$ cat config.mk
export PLATFORM = sky130hd
export DESIGN_NAME = prog_ctr_seq_flat
export DESIGN_NICKNAME = d
export VERILOG_FILES = /design/src/rtl/prog_ctr_seq_if.sv /design/src/rtl/prog_ctr_seq.sv /design/src/flat_wrapper.sv
export SDC_FILE = /design/constraint.sdc
export NUM_CORES = 1
export LEC_CHECK = 0
export BUFFER_PORTS_ARGS = -buffer_cell sky130_fd_sc_hd__buf_2
export CAP_MARGIN = 25
export CORE_MARGIN = 2
export CORE_UTILIZATION = 56
export CTS_BUF_LIST = sky130_fd_sc_hd__clkbuf_8
export CTS_CLUSTER_SIZE = 20
export DETAILED_ROUTE_END_ITERATION = 10
export GPL_TIMING_DRIVEN = 0
export PLACE_DENSITY = 0.88
export REMOVE_ABC_BUFFERS = 1
export SKIP_CTS_REPAIR_TIMING = 1
export SLEW_MARGIN = 10
export SYNTH_ARGS = -nofsm -noshare
export SYNTH_HDL_FRONTEND = slang
export SYNTH_SLANG_ARGS = --single-unit
$ cat constraint.sdc
create_clock -name clk -period 4.5 [get_ports clk]
set_clock_uncertainty 0.1 [all_clocks]
set_input_delay 0.675 -clock clk [delete_from_list [all_inputs] [get_ports clk]]
set_output_delay 0.675 -clock clk [all_outputs]
set_load 0.005 [all_outputs]
$ cat src/rtl/prog_ctr_seq_if.sv
// Purpose: bundles the program-counter sequencer's launch/control inputs and
// its fetch-address/status outputs into one interface.
//   master : drives start/start_addr, stall and the decoded control bits
//            (halt, jmp_en, br_en, alu_flag, target); observes status.
//   slave  : the sequencer itself; consumes control, produces prog_ctr,
//            running, done, branch_taken and retired.
interface prog_ctr_seq_if #(
  parameter int PC_W  = 10,
  parameter int CNT_W = 16
);
  logic              start;
  logic [PC_W-1:0]   start_addr;
  logic              stall;
  logic              halt;
  logic              jmp_en;
  logic              br_en;
  logic              alu_flag;
  logic [PC_W-1:0]   target;
  logic [PC_W-1:0]   prog_ctr;
  logic              running;
  logic              done;
  logic              branch_taken;
  logic [CNT_W-1:0]  retired;

  modport master (
    output start, start_addr, stall, halt, jmp_en, br_en, alu_flag, target,
    input  prog_ctr, running, done, branch_taken, retired
  );

  modport slave (
    input  start, start_addr, stall, halt, jmp_en, br_en, alu_flag, target,
    output prog_ctr, running, done, branch_taken, retired
  );
endinterface

$ cat src/rtl/prog_ctr_seq.sv
// Purpose: program-counter sequencer downstream of the ALU. Chooses the next
// instruction-fetch address (sequential, jump, or taken branch), counts
// retired instructions and owns the IDLE/RUN/DONE start/done handshake.
// Ports:
//   clk   : system clock, rising-edge state updates
//   reset : synchronous, active-high; returns to IDLE with all outputs cleared
//   bus   : prog_ctr_seq_if slave modport (control in, PC/status out)
module prog_ctr_seq #(
  parameter int PC_W  = 10,
  parameter int CNT_W = 16
) (
  input  logic          clk,
  input  logic          reset,
  prog_ctr_seq_if.slave bus
);

  typedef enum logic [1:0] {
    IDLE = 2'd0,
    RUN  = 2'd1,
    DONE = 2'd2
  } state_t;

  state_t            state_q, state_d;
  logic [PC_W-1:0]   pc_q, pc_d;
  logic [CNT_W-1:0]  ret_q, ret_d;
  logic              bt_q, bt_d;

  // Retired count sticks at all-ones rather than wrapping.
  function automatic logic [CNT_W-1:0] sat_inc(input logic [CNT_W-1:0] v);
    if (&v) return v;
    return v + {{(CNT_W-1){1'b0}}, 1'b1};
  endfunction

  // State register
  always_ff @(posedge clk) begin
    if (reset) begin
      state_q <= IDLE;
      pc_q    <= '0;
      ret_q   <= '0;
      bt_q    <= 1'b0;
    end else begin
      state_q <= state_d;
      pc_q    <= pc_d;
      ret_q   <= ret_d;
      bt_q    <= bt_d;
    end
  end

  // Next-state logic
  always_comb begin
    state_d = state_q;
    pc_d    = pc_q;
    ret_d   = ret_q;
    bt_d    = 1'b0;

    unique case (state_q)
      IDLE, DONE: begin
        if (bus.start) begin
          state_d = RUN;
          pc_d    = bus.start_addr;
          ret_d   = '0;
        end
      end

      RUN: begin
        if (bus.start) begin
          pc_d  = bus.start_addr;
          ret_d = '0;
        end else if (bus.stall) begin
          // Hold everything; any control bits this cycle are discarded.
        end else if (bus.halt) begin
          // PC stays on the halt instruction, which still counts as retired.
          state_d = DONE;
          ret_d   = sat_inc(ret_q);
        end else if (bus.jmp_en || (bus.br_en && bus.alu_flag)) begin
          // Jump and taken branch share the same lookup-table target.
          pc_d  = bus.target;
          bt_d  = 1'b1;
          ret_d = sat_inc(ret_q);
        end else begin
          pc_d  = pc_q + {{(PC_W-1){1'b0}}, 1'b1};
          ret_d = sat_inc(ret_q);
        end
      end

      default: begin
        state_d = IDLE;
      end
    endcase
  end

  // Output logic
  always_comb begin
    bus.running      = (state_q == RUN);
    bus.done         = (state_q == DONE);
    bus.prog_ctr     = pc_q;
    bus.retired      = ret_q;
    bus.branch_taken = bt_q;
  end

endmodule

$ cat src/flat_wrapper.sv
// flat-port wrapper written by rule: the top's interface ports become plain ports
module prog_ctr_seq_flat 
#(
  parameter int PC_W  = 10,
  parameter int CNT_W = 16
)
  (clk, reset, bus_start, bus_start_addr, bus_stall, bus_halt, bus_jmp_en, bus_br_en, bus_alu_flag, bus_target, bus_prog_ctr, bus_running, bus_done, bus_branch_taken, bus_retired);
  prog_ctr_seq_if #(.PC_W(PC_W), .CNT_W(CNT_W)) bus_i ();
  input  logic clk;
  input  logic reset;
  input wire logic [$bits(bus_i.start)-1:0] bus_start;
  input wire logic [$bits(bus_i.start_addr)-1:0] bus_start_addr;
  input wire logic [$bits(bus_i.stall)-1:0] bus_stall;
  input wire logic [$bits(bus_i.halt)-1:0] bus_halt;
  input wire logic [$bits(bus_i.jmp_en)-1:0] bus_jmp_en;
  input wire logic [$bits(bus_i.br_en)-1:0] bus_br_en;
  input wire logic [$bits(bus_i.alu_flag)-1:0] bus_alu_flag;
  input wire logic [$bits(bus_i.target)-1:0] bus_target;
  output wire logic [$bits(bus_i.prog_ctr)-1:0] bus_prog_ctr;
  output wire logic [$bits(bus_i.running)-1:0] bus_running;
  output wire logic [$bits(bus_i.done)-1:0] bus_done;
  output wire logic [$bits(bus_i.branch_taken)-1:0] bus_branch_taken;
  output wire logic [$bits(bus_i.retired)-1:0] bus_retired;
  assign bus_i.start = bus_start;
  assign bus_i.start_addr = bus_start_addr;
  assign bus_i.stall = bus_stall;
  assign bus_i.halt = bus_halt;
  assign bus_i.jmp_en = bus_jmp_en;
  assign bus_i.br_en = bus_br_en;
  assign bus_i.alu_flag = bus_alu_flag;
  assign bus_i.target = bus_target;
  assign bus_prog_ctr = bus_i.prog_ctr;
  assign bus_running = bus_i.running;
  assign bus_done = bus_i.done;
  assign bus_branch_taken = bus_i.branch_taken;
  assign bus_retired = bus_i.retired;
  prog_ctr_seq #(.PC_W(PC_W), .CNT_W(CNT_W)) u_core (.clk(clk), .reset(reset), .bus(bus_i));
endmodule
==> results of run 1 <==
[flip-flops by register name, indices dropped and copies added (netlist names)]
name / flops
u_core.state_q: 2
u_core.bus.branch_taken: 1
u_core.bus.prog_ctr: 10
u_core.bus.retired: 16
[routing by layer]
layer | GRT usage | vias up
met5 | 0 | -
met4 | 0.1104 | 0
met3 | 0.06114 | 8
met2 | 0.4079 | 51
met1 | 0.3537 | 817
li1 | - | 882
[path summary, 6_finish.rpt]
check / from / endpoint / slack [ps] / cells past startpoint
worst max-delay path: bus_start / u_core.bus.retired[15] / 2470 / 6
worst min-delay path: u_core.bus.retired[1] / u_core.bus.retired[1] / 400 / 2
worst min register to register: u_core.bus.retired[1] / u_core.bus.retired[1] / 400 / 2
worst max register to register: u_core.state_q[0] / u_core.bus.retired[15] / 2530 / 5
[area by class of cell]
cell class / count / area, sq um
clock buffer: 6 / 82.58
clock inverter: 1 / 3.754
fill: 225 / 760.7
inverter: 2 / 7.507
multi-input combinational: 172 / 1075
sequential: 29 / 580.6
tap: 31 / 38.79
timing repair buffer: 56 / 280.3
[power by group]
| group | internal [uW] | switching, uW |
|---|---|---|
| clock network | 119 | 95.6 |
| registers | 266 | 12.2 |
| logic | 34.0 | 43.8 |
| total | 418 | 152 |
[worst max-delay path: cells and delay by family]
| kind | cells | cell delay (ps) |
|---|---|---|
| buffers and inverters | 1 | 170 |
| multiplexers | 1 | 290 |
| AO/OA/AOI/OAI | 1 | 100 |
| AND/OR/NAND/NOR | 3 | 860 |
[logic make-up after synthesis]
kind of cell	count (synthesis)	synth area share
compound gates	54	0.2248
flops	29	0.3419
simple gates	99	0.2999
buf+inv	10	0.02505
mux	4	0.02653
fa+ha+maj	2	0.01474
xor+xnor	13	0.06706
[cells in the final DEF, fill, tap and decap left out, types with 4 or more instances in the layout]
cell type / netlist / final
nor2_1: 32 / 32
nand3_1: 10 / 10
nand2_1: 21 / 21
a211oi_1: 5 / 5
clkbuf_8: 0 / 6
buf_2: 4 / 56
nand4_1: 7 / 7
dfxtp_1: 29 / 29
and2_1: 4 / 4
a21oi_1: 13 / 13
xor2_1: 9 / 9
nor3_1: 6 / 6
o21ai_0: 9 / 9
xnor2_1: 4 / 4
a311oi_1: 7 / 7
[per-stage QoR]
stage | hold slack (ps) | instances | utilization
after floorplan | 366.1 | 203 | -
after global placement | 377.2 | 290 | 0.7006
after detailed placement | 380.4 | 290 | 0.7006
after CTS | 395.9 | 297 | 0.7311
after global routing | 424.6 | 297 | 0.7311
final | 395.5 | 297 | 0.7311
==> flow_metrics.env, run 1 <==
export IMPL_ant_nets=0
export IMPL_fin_tns_setup_ps=0
export IMPL_area_delta_synth_final_pct=21.81
export IMPL_io_pins=57
export IMPL_yosysMostFrequentCell="nor2_1"
export IMPL_synth_area_leaders="dfxtp_1 34%, nor2_1 7.1%, nand2_1 4.6%, xor2_1 4.6%, a21oi_1 3.8%"
export IMPL_hold_viol=0
export IMPL_place_area_sq_um=1982
export IMPL_worstMarginPinSlew_ps=848.2
export IMPL_yosysSeqAreaShare=0.3419
export IMPL_synth_seq_cells=29
export IMPL_wl_met1_um=1923
export IMPL_grt_pass1_wl_um=6948
export IMPL_clk_latency_ps=280
export IMPL_worst_setup_path_end_kind="flop"
export IMPL_setup_violations=0
export IMPL_worstPathRequired_ps=4570
export IMPL_avgRoutedWirePerCell_um=14.12
export IMPL_antenna_cells=0
export IMPL_max_stage_delay_ps=400
export IMPL_dr_wl_met3_um=264
export IMPL_post_route_period_util=0.4516
export IMPL_cp_cell_sequence="buf_2 > nor3b_4 > and4_4 > a211oi_4 > nand3_2 > mux2_4"
export IMPL_cts_htree_levels=2
export IMPL_die_h_um=59.06
export IMPL_hp_class="flop to flop"
export IMPL_num_vias=1758
export IMPL_drive_gt1_frac=0.2707
export IMPL_arrival_ps=2100
export IMPL_cellLeakagePower_uw=0.0009402
export IMPL_cts_num_sinks=29
export IMPL_netlist_area_sq_um=1698
export IMPL_antenna_found_initial=0
export IMPL_synth_edff_count=0
export IMPL_synth_ff_type="dfxtp_1"
export IMPL_clock_tree_root_cell="clkbuf_8"
export IMPL_power_uw=570.0
export IMPL_firstDrtPassIters=5
export IMPL_yosysTopAreaCell="dfxtp_1"
export IMPL_grt_usage=0.2640
export IMPL_nNetsFinal=296
export IMPL_cp_start_kind="primary input"
export IMPL_place_congestion=0.8393
export IMPL_synth_commonest_cells="32 x nor2_1, 29 x dfxtp_1, 21 x nand2_1"
export IMPL_gr_total_overflow=0
export IMPL_cp_slowest_cell="nor3b_4"
export IMPL_die_area_sq_um=3488
export IMPL_die_w_um=59.06
export IMPL_wirelength_um=4195
export IMPL_ir_drop_uv=189.2
export IMPL_cts_tree="built"
export IMPL_synth_top_area_frac=0.3419
export IMPL_status="finished clean"
export IMPL_io_buffers=56
export IMPL_yosys_cell_types_count=43
export IMPL_min_period_ps=2032
export IMPL_finalInstanceArea_sq_um=2068
export IMPL_fin_ws_ps=2468
export IMPL_dp_hpwl_um=3039
export IMPL_syn_avg_cell_area_sq_um=8.047
export IMPL_clock_fmax_mhz=492.1
export IMPL_routed_top_layer="met4"
export IMPL_drtIter0Drc=89
export IMPL_start_util=0.6002
export IMPL_rsz0062_at_grt="no"
export IMPL_wl_met2_um=1940
export IMPL_grt_pass1_vias=1521
export IMPL_viasPerCell=5.919
export IMPL_yosysWarnings=0
export IMPL_cts_made_buffers=5
export IMPL_path_max_fanout=11
export IMPL_num_rows=19
export IMPL_clkTransAtPathRegs_ps=60
export IMPL_clock_path_buffers=2
export IMPL_path_class="primary input to flop"
export IMPL_slew_viol_final=0
export IMPL_synthCells=211
export IMPL_async_flop_share=0
export IMPL_drc_errors=0
export IMPL_max_cap_viol_count=0
export IMPL_coreArea_sq_um=2829
export IMPL_p_per_area_nw_per_um2=275.6
export IMPL_place_ws_ps=2191
export IMPL_grt_max_degree=20
export IMPL_relSlewSlack=0.4345
Note: power is estimated with default switching activity, not from simulation.
==> run 2: changes to the inputs <==
--- a/config.mk
+++ b/config.mk
@@ -8,12 +8,12 @@
 export BUFFER_PORTS_ARGS = -buffer_cell sky130_fd_sc_hd__buf_2
 export CAP_MARGIN = 25
 export CORE_MARGIN = 2
-export CORE_UTILIZATION = 56
+export CORE_UTILIZATION = 47
 export CTS_BUF_LIST = sky130_fd_sc_hd__clkbuf_8
 export CTS_CLUSTER_SIZE = 20
 export DETAILED_ROUTE_END_ITERATION = 10
 export GPL_TIMING_DRIVEN = 0
-export PLACE_DENSITY = 0.88
+export PLACE_DENSITY = 0.78
 export REMOVE_ABC_BUFFERS = 1
 export SKIP_CTS_REPAIR_TIMING = 1
 export SLEW_MARGIN = 10
==> constraint.sdc (replaced) <==
create_clock -name clk -period 1.6 [get_ports clk]
set_clock_uncertainty 0.1 [all_clocks]
set_input_delay 0.24 -clock clk [delete_from_list [all_inputs] [get_ports clk]]
set_output_delay 0.24 -clock clk [all_outputs]
set_load 0.005 [all_outputs]
==> run 2 against run 1 <==
Against the previous run: the flow now finishes with violations (setup timing); clock power rose to 2.8 times the previous value; non-clock buffer count grew 15; die area is 18% higher; worst hold slack lost 340 ps; critical endpoint unchanged; largest power group unchanged.
==> flow_metrics.env, run 2 (same netlist as run 1, synthesis figures left out) <==
export IMPL_status="finished with violations"
export IMPL_violations="setup timing"
export IMPL_r2r_end="u_core.bus.retired[15]"
export IMPL_min_path_cells=2
export IMPL_grt_pass1_vias=1525
export IMPL_clock_fmax_mhz=578.5
export IMPL_path_class="flop to flop"
export IMPL_wirelength_um=4626
export IMPL_clock_tree_root_cell="clkbuf_8"
export IMPL_cts_tree="built"
export IMPL_cp_cell_sequence="nor3b_4 > and4_4 > a211oi_4 > nand3_2 > mux2_4"
export IMPL_holdPathEnd="u_core.bus.branch_taken"
export IMPL_dp_hpwl_um=2995
export IMPL_hp_start="bus_halt"
export IMPL_worst_r2r_path_depth=5
export IMPL_worstPathRequired_ps=1670
export IMPL_place_congestion=0.8593
export IMPL_num_rows=21
export IMPL_clkTransAtPathRegs_ps=60
export IMPL_cts_htree_levels=2
export IMPL_crit_buf_inv=0
export IMPL_arrival_ps=1800
export IMPL_cp_start_kind="flop"
export IMPL_start_util=0.4971
export IMPL_cellLeakagePower_uw=0.001044
export IMPL_clk_latency_ps=290
export IMPL_io_pins=57
export IMPL_p_per_area_nw_per_um2=693.6
export IMPL_max_stage_delay_ps=360
export IMPL_hold_viol=0
export IMPL_cp_slowest_cell="dfxtp_4"
export IMPL_post_route_period_util=1.080
export IMPL_coreArea_sq_um=3416
export IMPL_holdWs_ps=59.70
export IMPL_relSlewSlack=0.4279
export IMPL_antenna_found_initial=0
export IMPL_ant_nets=0
export IMPL_area_delta_synth_final_pct=36.55
export IMPL_crit_reg2reg_launch="u_core.state_q[0]"
export IMPL_rsz0062_at_grt="yes"
export IMPL_max_cap_viol_count=0
export IMPL_cp_top_family="simple AND/OR/NAND/NOR gates"
export IMPL_antenna_cells=0
export IMPL_viasPerCell=5.624
export IMPL_path_max_fanout=8
export IMPL_cts_num_sinks=29
export IMPL_avgRoutedWirePerCell_um=14.15
export IMPL_clock_path_buffers=2
export IMPL_gr_total_overflow=0
export IMPL_nNetsFinal=311
export IMPL_firstDrtPassIters=5
export IMPL_grt_pass1_wl_um=6768
export IMPL_grt_max_degree=20
export IMPL_drtIter0Drc=110
export IMPL_worst_setup_path_end_kind="flop"
export IMPL_slew_viol_final=0
export IMPL_drive_gt1_frac=0.4235
export IMPL_hp_class="primary input to flop"
export IMPL_num_vias=1839
export IMPL_min_period_ps=1729
export IMPL_reg2reg_setup_slack_ps=-130
export IMPL_mostFrequentLayoutCell="buf_2"
export IMPL_fin_tns_setup_ps=-290.6
export IMPL_fin_ws_ps=-128.8
export IMPL_ir_drop_uv=508.8
export IMPL_grt_usage=0.2107
export IMPL_die_h_um=64.11
export IMPL_drc_errors=0
export IMPL_io_buffers=56
export IMPL_worstMarginPinSlew_ps=858.1
export IMPL_largest_reg_flops=16
export IMPL_cts_made_buffers=5
export IMPL_setup_violations=5
export IMPL_die_area_sq_um=4109
export IMPL_die_w_um=64.11
export IMPL_final_cell_mix="56 x buf_2, 32 x nor2_1, 19 x nand2_1"
[run 2: per-layer routing]
| metal | wire (um) | GRT usage | vias to the layer above |
|---|---|---|---|
| li1 | - | - | 912 |
| met1 | 2027 | 0.2796 | 862 |
| met2 | 2237 | 0.3281 | 60 |
| met3 | 310 | 0.04225 | 5 |
| met4 | 51 | 0.09840 | 0 |
| met5 | 0 | 0 | - |
[run 2: worst max-delay path by stage]
stage                                from                     end  cells past startpoint
global placement        u_core.state_q[0]  u_core.bus.retired[15]                      5
finish                  u_core.state_q[0]  u_core.bus.retired[15]                      5
detailed placement      u_core.state_q[0]  u_core.bus.retired[15]                      5
global route            u_core.state_q[0]  u_core.bus.retired[15]                      5
CTS                     u_core.state_q[0]  u_core.bus.retired[15]                      5
floorplan           u_core.bus.retired[0]  u_core.bus.retired[15]                      6
[run 2: area by class of cell]
type                    instances  area (sq um)
multi-input cells             172          1154
fillers                       309          1097
flip-flops and latches         29         620.6
repair buffers                 71         392.9
clock buffers                   6         82.58
well taps                      46         57.56
inverters                       2         7.507
clock inverters                 1         3.754
[run 2: power by group]
| part | switching [uW] | total, uW | leakage [uW] | internal [uW] |
|---|---|---|---|---|
| Sequential | 36.3 | 775 | 0.000247 | 738 |
| Combinational | 126 | 228 | 0.000749 | 103 |
| Clock | 271 | 605 | 0.0000485 | 334 |
[run 2: worst register-to-register path: stages (launching register included)]
cell and delay (ps):
dfxtp_4 360, nor3b_4 170, and4_4 190, a211oi_4 350, nand3_2 140, mux2_4 310
[run 2: through the flow]
step	cells	cell area [sq um]	utilization	setup slack [ps]	power, uW
2_1_floorplan	203	1663	-	-163.2	911.1
3_3_place_gp	305	2001	0.5857	-339.8	1008
3_5_place_dp	305	2001	0.5857	-365.9	1012
4_1_cts	312	2087	0.6110	-384.8	1602
5_1_grt	327	2318	0.6788	-193.8	1673
6_report	327	2318	0.6788	-128.8	1608
==> run 3: changes to the inputs <==
--- a/config.mk
+++ b/config.mk
@@ -7,12 +7,14 @@
 export LEC_CHECK = 0
 export BUFFER_PORTS_ARGS = -buffer_cell sky130_fd_sc_hd__buf_2
 export CAP_MARGIN = 25
+export CORE_ASPECT_RATIO = 1.25
 export CORE_MARGIN = 2
 export CORE_UTILIZATION = 47
 export CTS_BUF_LIST = sky130_fd_sc_hd__clkbuf_8
 export CTS_CLUSTER_SIZE = 20
 export DETAILED_ROUTE_END_ITERATION = 10
 export GPL_TIMING_DRIVEN = 0
+export HOLD_SLACK_MARGIN = 0.1
 export PLACE_DENSITY = 0.78
 export REMOVE_ABC_BUFFERS = 1
 export SKIP_CTS_REPAIR_TIMING = 1
==> run 3 against run 2 <==
Against the previous run: the flow still finishes with violations (setup timing); critical path type unchanged; largest power group unchanged; count of clock-buffer cells in the layout unchanged; total power rose by 2.3%; sequential power hardly changed; non-clock buffer count increased by 2; global-route usage up 0.76 points.
==> flow_metrics.env, run 3 (same netlist as run 1, synthesis figures left out) <==
export IMPL_antenna_found_initial=0
export IMPL_ir_drop_uv=813.2
export IMPL_holdWs_ps=91.38
export IMPL_io_buffers=56
export IMPL_worstSetupStartpoint="u_core.state_q[0]"
export IMPL_drive_gt1_frac=0.4558
export IMPL_gr_total_overflow=0
export IMPL_max_cap_viol_count=0
export IMPL_path_max_fanout=7
export IMPL_place_congestion=0.8090
export IMPL_path_class="flop to flop"
export IMPL_grt_pass1_vias=1527
export IMPL_die_h_um=71.20
export IMPL_final_cell_mix="56 x buf_2, 32 x nor2_1, 19 x nand2_1"
export IMPL_area_delta_synth_final_pct=40.53
export IMPL_viasPerCell=5.649
export IMPL_coreArea_sq_um=3483
export IMPL_worstMarginPinSlew_ps=525.7
export IMPL_grt_usage=0.2183
export IMPL_post_route_period_util=1.076
export IMPL_hp_class="primary input to flop"
export IMPL_cp_cell_sequence="nor3b_4 > and4_4 > a211oi_4 > nand3_2 > mux2_4"
export IMPL_nNetsFinal=313
export IMPL_num_vias=1819
export IMPL_cts_made_buffers=5
export IMPL_die_area_sq_um=4113
export IMPL_io_pins=57
export IMPL_dp_hpwl_um=3005
export IMPL_crit_buf_inv=0
export IMPL_start_util=0.4874
export IMPL_slew_viol_final=0
export IMPL_max_stage_delay_ps=360
export IMPL_hp_start="bus_halt"
export IMPL_clk_latency_ps=280
export IMPL_crit_reg2reg_launch="u_core.state_q[0]"
export IMPL_largest_reg_flops=16
export IMPL_clock_tree_root_cell="clkbuf_8"
export IMPL_mostFrequentLayoutCell="buf_2"
export IMPL_violations="setup timing"
export IMPL_fin_ws_ps=-121.9
export IMPL_avgRoutedWirePerCell_um=14.20
export IMPL_cts_tree="built"
export IMPL_drc_errors=0
export IMPL_antenna_cells=0
export IMPL_fillers=288
export IMPL_worstPathRequired_ps=1670
export IMPL_clock_path_buffers=2
export IMPL_cts_htree_levels=2
export IMPL_firstDrtPassIters=5
export IMPL_hold_viol=0
export IMPL_drtIter0Drc=87
export IMPL_die_w_um=57.76
export IMPL_cp_start_kind="flop"
export IMPL_arrival_ps=1790
export IMPL_fin_util=0.6850
export IMPL_cp_top_family="simple AND/OR/NAND/NOR gates"
export IMPL_ant_nets=0
export IMPL_clkTransAtPathRegs_ps=60
export IMPL_status="finished with violations"
export IMPL_num_rows=24
export IMPL_grt_pass1_wl_um=6941
export IMPL_wirelength_um=4574
export IMPL_setup_violations=4
export IMPL_cts_num_sinks=29
export IMPL_p_per_area_nw_per_um2=689.7
export IMPL_grt_max_degree=20
export IMPL_cellLeakagePower_uw=0.001065
export IMPL_cp_slowest_cell="dfxtp_4"
export IMPL_min_period_ps=1722
export IMPL_worst_setup_path_end_kind="flop"
export IMPL_clock_fmax_mhz=580.7
export IMPL_rsz0062_at_grt="yes"
export IMPL_relSlewSlack=0.6496
-- run 3: cell count changes in the layout (fill, tap and decap cells not counted), sizes merged --
cell / previous run / this run
dlygate4sd3: 0 / 1
buf: 71 / 72
-- run 3: report_power, final --
group / switching, uW / internal [uW] / leakage (uW)
clock network: 277 / 334 / 0.0000485
registers: 37.5 / 738 / 0.000247
logic: 136 / 124 / 0.000769
total: 450 / 1200 / 0.00106
-- run 3: metal layers --
layer	GRT usage	wire length, um	vias up
met5	0	0	-
met4	0.07752	58	0
met3	0.06216	280	5
met2	0.3712	2277	62
met1	0.2585	1957	837
li1	-	-	915
-- run 3: path summary, 6_finish.rpt --
check / endpoint / slack [ps] / depth (start not counted)
worst min-delay path: u_core.bus.branch_taken / 90 / 2
worst min register to register: u_core.bus.retired[4] / 410 / 2
worst max register to register: u_core.bus.retired[15] / -120 / 5
worst max-delay path: u_core.bus.retired[15] / -120 / 5
-- run 3: area by class of cell --
class | instances | area [sq um] | area share
timing repair buffer | 73 | 417.9 | 0.1751
clock inverter | 1 | 3.754 | 0.001573
clock buffer | 6 | 82.58 | 0.03461
tap | 39 | 48.80 | 0.02045
sequential | 29 | 623.1 | 0.2611
inverter | 2 | 7.507 | 0.003146
multi-input combinational | 172 | 1202 | 0.5039
-- run 3: per-stage QoR --
step           setup TNS (ps)  std cells  setup slack [ps]  total power (uW)  instance area [sq um]
2_1_floorplan          -274.9        203            -163.2             911.1                   1663
3_3_place_gp            -3511        298            -305.3              1009                   1992
3_5_place_dp            -4028        298            -309.5              1012                   1992
4_1_cts                 -4224        305            -321.3              1615                   2078
5_1_grt                -824.0        322            -162.9              1718                   2386
6_report               -280.3        322            -121.9              1646                   2386
